### src/rtl/ser_frame_arbiter_if.sv
// Request/grant and serial-line bundle between the four requesters and the
// frame arbiter. The arbiter uses the slave modport, the requester side uses master.
interface ser_frame_arbiter_if;
  logic [3:0]  req;
  logic [7:0]  hdr_dest;
  logic [23:0] hdr_len;
  logic [3:0]  bit_in;
  logic [3:0]  gnt;
  logic [3:0]  pay_ack;
  logic [3:0]  done;
  logic        sOut;
  logic        busy;

  modport master (
    output req, hdr_dest, hdr_len, bit_in,
    input  gnt, pay_ack, done, sOut, busy
  );

  modport slave (
    input  req, hdr_dest, hdr_len, bit_in,
    output gnt, pay_ack, done, sOut, busy
  );
endinterface

### src/rtl/ser_frame_arbiter.sv
// Round-robin four-way arbiter that serializes the granted frame onto one line:
// start bit, 8-bit header (dest, len; LSB first), 8*len payload bits, stop, idle gap.
module ser_frame_arbiter #(
  parameter int unsigned IDLE_GAP = 2
) (
  input logic                 clk,
  input logic                 rst,
  ser_frame_arbiter_if.slave  bus
);

  typedef enum logic [2:0] {
    S_IDLE, S_START, S_HDR, S_PAY, S_STOP, S_GAP
  } state_e;

  state_e      state_q, state_d;
  logic [1:0]  ptr_q, ptr_d;
  logic [1:0]  idx_q, idx_d;
  logic [7:0]  hdr_q, hdr_d;
  logic [2:0]  hcnt_q, hcnt_d;
  logic [8:0]  pcnt_q, pcnt_d;
  logic [3:0]  gcnt_q, gcnt_d;
  logic [3:0]  gnt_q, gnt_d;
  logic        sout_q, sout_d;

  logic        win_found;
  logic [1:0]  win_idx;
  logic [1:0]  cand;
  logic [5:0]  len_q;
  logic        ack_en;

  assign len_q = hdr_q[7:2];

  always_ff @(posedge clk or posedge rst) begin
    if (rst) begin
      state_q <= S_IDLE;
      ptr_q   <= '0;
      idx_q   <= '0;
      hdr_q   <= '0;
      hcnt_q  <= '0;
      pcnt_q  <= '0;
      gcnt_q  <= '0;
      gnt_q   <= '0;
      sout_q  <= 1'b1;
    end else begin
      state_q <= state_d;
      ptr_q   <= ptr_d;
      idx_q   <= idx_d;
      hdr_q   <= hdr_d;
      hcnt_q  <= hcnt_d;
      pcnt_q  <= pcnt_d;
      gcnt_q  <= gcnt_d;
      gnt_q   <= gnt_d;
      sout_q  <= sout_d;
    end
  end

  // Round-robin search starting at the pointer (last winner + 1).
  always_comb begin
    win_found = 1'b0;
    win_idx   = '0;
    cand      = '0;
    for (int unsigned k = 0; k < 4; k++) begin
      cand = ptr_q + 2'(k);
      if (!win_found && bus.req[cand]) begin
        win_found = 1'b1;
        win_idx   = cand;
      end
    end
  end

  always_comb begin
    state_d = state_q;
    ptr_d   = ptr_q;
    idx_d   = idx_q;
    hdr_d   = hdr_q;
    hcnt_d  = hcnt_q;
    pcnt_d  = pcnt_q;
    gcnt_d  = gcnt_q;
    gnt_d   = gnt_q;
    sout_d  = sout_q;
    unique case (state_q)
      S_IDLE: begin
        sout_d = 1'b1;
        if (win_found) begin
          state_d = S_START;
          idx_d   = win_idx;
          ptr_d   = win_idx + 2'd1;
          hdr_d   = {bus.hdr_len[6*int'(win_idx) +: 6], bus.hdr_dest[2*int'(win_idx) +: 2]};
          gnt_d   = 4'b0001 << win_idx;
          sout_d  = 1'b0;
        end
      end
      S_START: begin
        state_d = S_HDR;
        hcnt_d  = '0;
        sout_d  = hdr_q[0];
      end
      S_HDR: begin
        if (hcnt_q == 3'd7) begin
          // First payload bit is captured on the edge closing the last header bit.
          if (len_q != '0) begin
            state_d = S_PAY;
            pcnt_d  = {len_q, 3'b000};
            sout_d  = bus.bit_in[idx_q];
          end else begin
            state_d = S_STOP;
            sout_d  = 1'b1;
          end
        end else begin
          hcnt_d = hcnt_q + 3'd1;
          sout_d = hdr_q[hcnt_q + 3'd1];
        end
      end
      S_PAY: begin
        if (pcnt_q == 9'd1) begin
          state_d = S_STOP;
          sout_d  = 1'b1;
        end else begin
          pcnt_d = pcnt_q - 9'd1;
          sout_d = bus.bit_in[idx_q];
        end
      end
      S_STOP: begin
        state_d = S_GAP;
        gnt_d   = '0;
        gcnt_d  = 4'(IDLE_GAP - 1);
        sout_d  = 1'b1;
      end
      S_GAP: begin
        sout_d = 1'b1;
        if (gcnt_q == '0) state_d = S_IDLE;
        else              gcnt_d  = gcnt_q - 4'd1;
      end
      default: state_d = S_IDLE;
    endcase
  end

  assign ack_en = ((state_q == S_HDR) && (hcnt_q == 3'd7) && (len_q != '0)) ||
                  ((state_q == S_PAY) && (pcnt_q != 9'd1));

  assign bus.gnt     = gnt_q;
  assign bus.sOut    = sout_q;
  assign bus.busy    = (state_q != S_IDLE);
  assign bus.pay_ack = ack_en ? (4'b0001 << idx_q) : 4'b0000;
  assign bus.done    = (state_q == S_STOP) ? (4'b0001 << idx_q) : 4'b0000;

endmodule

### src/flat_wrapper.sv
// flat-port wrapper written by rule: the top's interface ports become plain ports
module ser_frame_arbiter_flat 
#(
  parameter int unsigned IDLE_GAP = 2
)
  (clk, rst, bus_req, bus_hdr_dest, bus_hdr_len, bus_bit_in, bus_gnt, bus_pay_ack, bus_done, bus_sOut, bus_busy);
  ser_frame_arbiter_if bus_i ();
  input logic clk;
  input logic rst;
  input wire logic [$bits(bus_i.req)-1:0] bus_req;
  input wire logic [$bits(bus_i.hdr_dest)-1:0] bus_hdr_dest;
  input wire logic [$bits(bus_i.hdr_len)-1:0] bus_hdr_len;
  input wire logic [$bits(bus_i.bit_in)-1:0] bus_bit_in;
  output wire logic [$bits(bus_i.gnt)-1:0] bus_gnt;
  output wire logic [$bits(bus_i.pay_ack)-1:0] bus_pay_ack;
  output wire logic [$bits(bus_i.done)-1:0] bus_done;
  output wire logic [$bits(bus_i.sOut)-1:0] bus_sOut;
  output wire logic [$bits(bus_i.busy)-1:0] bus_busy;
  assign bus_i.req = bus_req;
  assign bus_i.hdr_dest = bus_hdr_dest;
  assign bus_i.hdr_len = bus_hdr_len;
  assign bus_i.bit_in = bus_bit_in;
  assign bus_gnt = bus_i.gnt;
  assign bus_pay_ack = bus_i.pay_ack;
  assign bus_done = bus_i.done;
  assign bus_sOut = bus_i.sOut;
  assign bus_busy = bus_i.busy;
  ser_frame_arbiter #(.IDLE_GAP(IDLE_GAP)) u_core (.clk(clk), .rst(rst), .bus(bus_i));
endmodule
### config.mk
export PLATFORM = sky130hd
export DESIGN_NAME = ser_frame_arbiter_flat
export DESIGN_NICKNAME = d
export VERILOG_FILES = /design/src/rtl/ser_frame_arbiter_if.sv /design/src/rtl/ser_frame_arbiter.sv /design/src/flat_wrapper.sv
export SDC_FILE = /design/constraint.sdc
export NUM_CORES = 1
export LEC_CHECK = 0
export BUFFER_PORTS_ARGS = -buffer_cell sky130_fd_sc_hd__buf_4
export CAP_MARGIN = 20
export CORE_ASPECT_RATIO = 0.9
export CORE_UTILIZATION = 40
export CTS_BUF_LIST = sky130_fd_sc_hd__clkbuf_16
export CTS_CLUSTER_DIAMETER = 150
export DETAILED_ROUTE_END_ITERATION = 10
export GPL_TIMING_DRIVEN = 0
export PLACE_DENSITY = 0.61
export SETUP_SLACK_MARGIN = 0.2
export SLEW_MARGIN = 20
export SYNTH_ARGS = -nofsm -noshare
export SYNTH_HDL_FRONTEND = slang
export SYNTH_SLANG_ARGS = --single-unit
### constraint.sdc
create_clock -name clk -period 5 [get_ports clk]
set_clock_uncertainty 0.05 [all_clocks]
set_input_delay 1.5 -clock clk [delete_from_list [all_inputs] [get_ports clk]]
set_output_delay 1.5 -clock clk [all_outputs]
set_load 0.02 [all_outputs]
==> summary.txt <==
Outcome
  – Outcome: finished, final reports clean

CTS
  – Post-CTS setup buffers: 0
  – Worst skew pair latency: 0.28 ns
  – Hold Buf Count CTS: 0
  – Clock Sinks: 36
  – Clk root buf: clkbuf_16
  – TritonCTS clock tree: done
  – Post-cts resize count: 0
  – Clk buf depth: 2
  – Inserted Clock Buffers: 5
  – H-tree depth: 2
  – Clk pin slew, worst setup/hold paths: 0.05 ns

Cells and area
  – Layout cell share with drive strength beyond 1: 0.277
  – Finished Core Util: 0.551
  – Antenna cells: 0
  – Layout Nets: 354
  – Register area: 902 µm²
  – Multi-input logic area: 1300 µm²
  – Fill count: 478
  – Area delta synth->final: 28.6%

STA
  – Total negative slack: 0 ns
  – Final Max Slew Viols: 0
  – Worst-margin pin slew: 0.614 ns
  – WHS: 0.450 ns
  – RSZ-0062 raised after global routing: false
  – Max Fclk: 0.274 GHz
  – Fin crit share: 0.731
  – Final hold vios: 0
  – Minimum clock period: 3.65 ns
  – Slew HR: 0.589
  – Final setup vio count: 0

Logic synthesis
  – Async set-or-reset flop fraction in the synthesized netlist: 1.00
  – Syn Inst Count: 243
  – Syn_nets: 291
  – Top cell type's share of synthesized area: 0.378
  – Sequential-to-total area share from yosys stat: 0.389
  – YS warnings: 0
  – Commonest register cell after synthesis: dfrtp_1
  – Area contributors post-synth: dfrtp_1, mux2i_1, nor2_1
  – Post-Syn Area: 2320 µm²
  – Avg Inst Size Synth: 9.54 µm²
  – Distinct cells, synth: 50
  – Post-synth top area cell: dfrtp_1
  – Post-synth EDFFs: 0
  – #FFs+latches synth: 36

Global route
  – GRT Util Overall: 0.196
  – Initial antenna violation count: 0
  – Largest net degree at the start of global routing: 21
  – Grt total ovfl: 0
  – Vias in the first global route: 1909
  – First-pass GRT wire length: 9020 µm

Pwr
  – Reg power frac: 0.313
  – P_leak: 1.44 nW
  – Pwr Density: 608 nW/µm²
  – Internal: 0.00107 W
  – Clock Power Share: 0.162
  – Comb power frac: 0.525
  – Switching power total: 0.000747 W
  – Switching part of the total: 0.412
  – VDD IR-drop max: 0.000361 V

Drt
  – Detailed Routing Iterations Pass 1: 4
  – DRT antenna net count: 0
  – Wire per inst: 14.9 µm
  – Vias/cell: 5.47
  – Iter 0 DRT Violations: 139
  – Vias post-DR: 2047
  – Routed Wire Length: 5580 µm
  – DRC Markers: 0

Setup path
  – Critical-path top delay cell: or4_4
  – Startpoint types: register
  – Crit-path leading delay family: simple AND/OR/NAND/NOR gates
  – Worst Path Required: 3.45 ns
  – Crit. End Element: primary output
  – Crit. Startpoint: u_core.hdr_q[6]$_DFFE_PP0P_
  – WP data arrival: 2.10 ns
  – Buf/Inv on CP: 2
  – Crit path largest cell delay: 0.55 ns
  – Crit path max fanout: 10
  – Critical path class: register to primary output
  – Critical Path, Cell by Cell: or4_4, o31a_4, nor2_8, buf_8, nor3_1, buf_4
  – FF-to-FF Start: u_core.pcnt_q[2]$_DFFE_PP0P_

Run
  – Max-cap viol count: 0

Min path
  – Hold WC Path Type: register to register
  – Hold wc startpoint: u_core.hdr_q[1]$_DFFE_PP0P_

Placement
  – Post-DP HPWL: 4270 µm
  – Routability cong.: 0.783
  – IO buf count: 55

Floorplanning
  – Die Wd: 82.2 µm
  – Rows: 25
  – Die area: 6100 µm²
  – # IOs: 56
  – Core box area: 5410 µm²
  – Die H: 74.2 µm
  – Initial Util: 0.428
synth_stat cells, types with 4 or more instances:
master / n
o21ai_0: 15
ha_1: 6
nand2b_1: 8
inv_1: 13
nor2_1: 28
nor3_1: 10
a21oi_1: 10
xor2_1: 4
clkbuf_1: 5
buf_2: 5
a22o_1: 5
o221ai_1: 9
nand2_1: 21
mux2i_1: 18
dfrtp_1: 35
flip-flops by register name (all words and copies together) (netlist names):
name and count:
u_core.gcnt_q 4, u_core.hcnt_q 3, u_core.bus.gnt 4, u_core.state_q 3
u_core.hdr_q 8, u_core.bus.sOut 1, u_core.pcnt_q 9, u_core.idx_q 2
u_core.ptr_q 2
power by group through the flow:
stage | logic [W] | clock network [W] | registers, W
after floorplan | 0.000720 | 0 | 0.000547
after detailed placement | 0.000953 | 0 | 0.000570
final | 0.000952 | 0.000293 | 0.000568
after global routing | 0.00106 | 0.000309 | 0.000591
after CTS | 0.000956 | 0.000299 | 0.000568
after global placement | 0.000941 | 0 | 0.000567
routing by layer:
layer | track usage | share of wire
met2 | 0.319 | 0.47
met5 | 0 | 0
met4 | 0.0585 | 0.0093
met3 | 0.0405 | 0.030
met1 | 0.262 | 0.49
cells in the final DEF, fill, tap and decap left out, types with 3 or more instances in the layout:
cell type	count
a21o_1	3
a21oi_1	10
a22o_1	5
buf_2	5
buf_4	55
clkbuf_1	5
clkbuf_16	5
dfrtp_1	35
ha_1	6
inv_1	14
mux2_2	3
mux2i_1	18
nand2_1	21
nand2b_1	8
nand3_1	3
nor2_1	28
nor3_1	10
nor4_1	3
o21ai_0	15
o221ai_1	9
o31ai_1	3
xor2_1	4
path summary, 6_finish.rpt:
path	slack (ns)	endpoint	cells past startpoint
setup reg to reg	2.92	u_core.state_q[0]$_DFFE_PP0P_	5
min in group asynchronous	1.17	u_core.hcnt_q[1]$_DFFE_PP0P_	2
hold reg to reg	0.45	u_core.hdr_q[1]$_DFFE_PP0P_	2
max in group asynchronous	3.29	u_core.ptr_q[1]$_DFFE_PP0P_	3
hold / removal	0.45	u_core.hdr_q[1]$_DFFE_PP0P_	2
setup / recovery	1.35	bus_pay_ack[0]	6
logic make-up (layout without fill, tap and decap cells):
| family | after synthesis | count (layout) | synth area share |
|---|---|---|---|
| AND/OR/NAND/NOR | 85 | 85 | 0.185 |
| XOR/XNOR | 4 | 4 | 0.0151 |
| buffers and inverters | 25 | 89 | 0.0513 |
| multiplexers | 24 | 24 | 0.123 |
| AO/OA/AOI/OAI | 63 | 63 | 0.204 |
| adder cells (fa/ha/maj) | 6 | 6 | 0.0324 |
| flip-flops | 36 | 36 | 0.389 |
cell type report:
class                   count  area share
multi-input cells         182       0.435
flip-flops and latches     36       0.303
repair buffers             56       0.148
clock buffers               5      0.0420
well taps                  67      0.0281
plain buffers              12      0.0235
inverters                  13      0.0164
clock inverters             3     0.00420
worst reg2reg max path: stages (launching register included):
cell      delay [ns]
dfrtp_1         0.43
nor3_1          0.46
and4_1          0.32
a211oi_1        0.12
a211oi_2        0.23
mux2_2          0.36
through the flow:
step | worst slack [ns] | area (µm²) | std cells | power [W]
2_1_floorplan | 1.65 | 2320 | 243 | 0.00127
3_3_place_gp | 1.62 | 2810 | 365 | 0.00151
3_5_place_dp | 1.64 | 2840 | 366 | 0.00152
4_1_cts | 1.33 | 2980 | 374 | 0.00182
5_1_grt | 1.25 | 2980 | 374 | 0.00196
6_report | 1.35 | 2980 | 374 | 0.00181
Power figures use the tool's default switching activity.
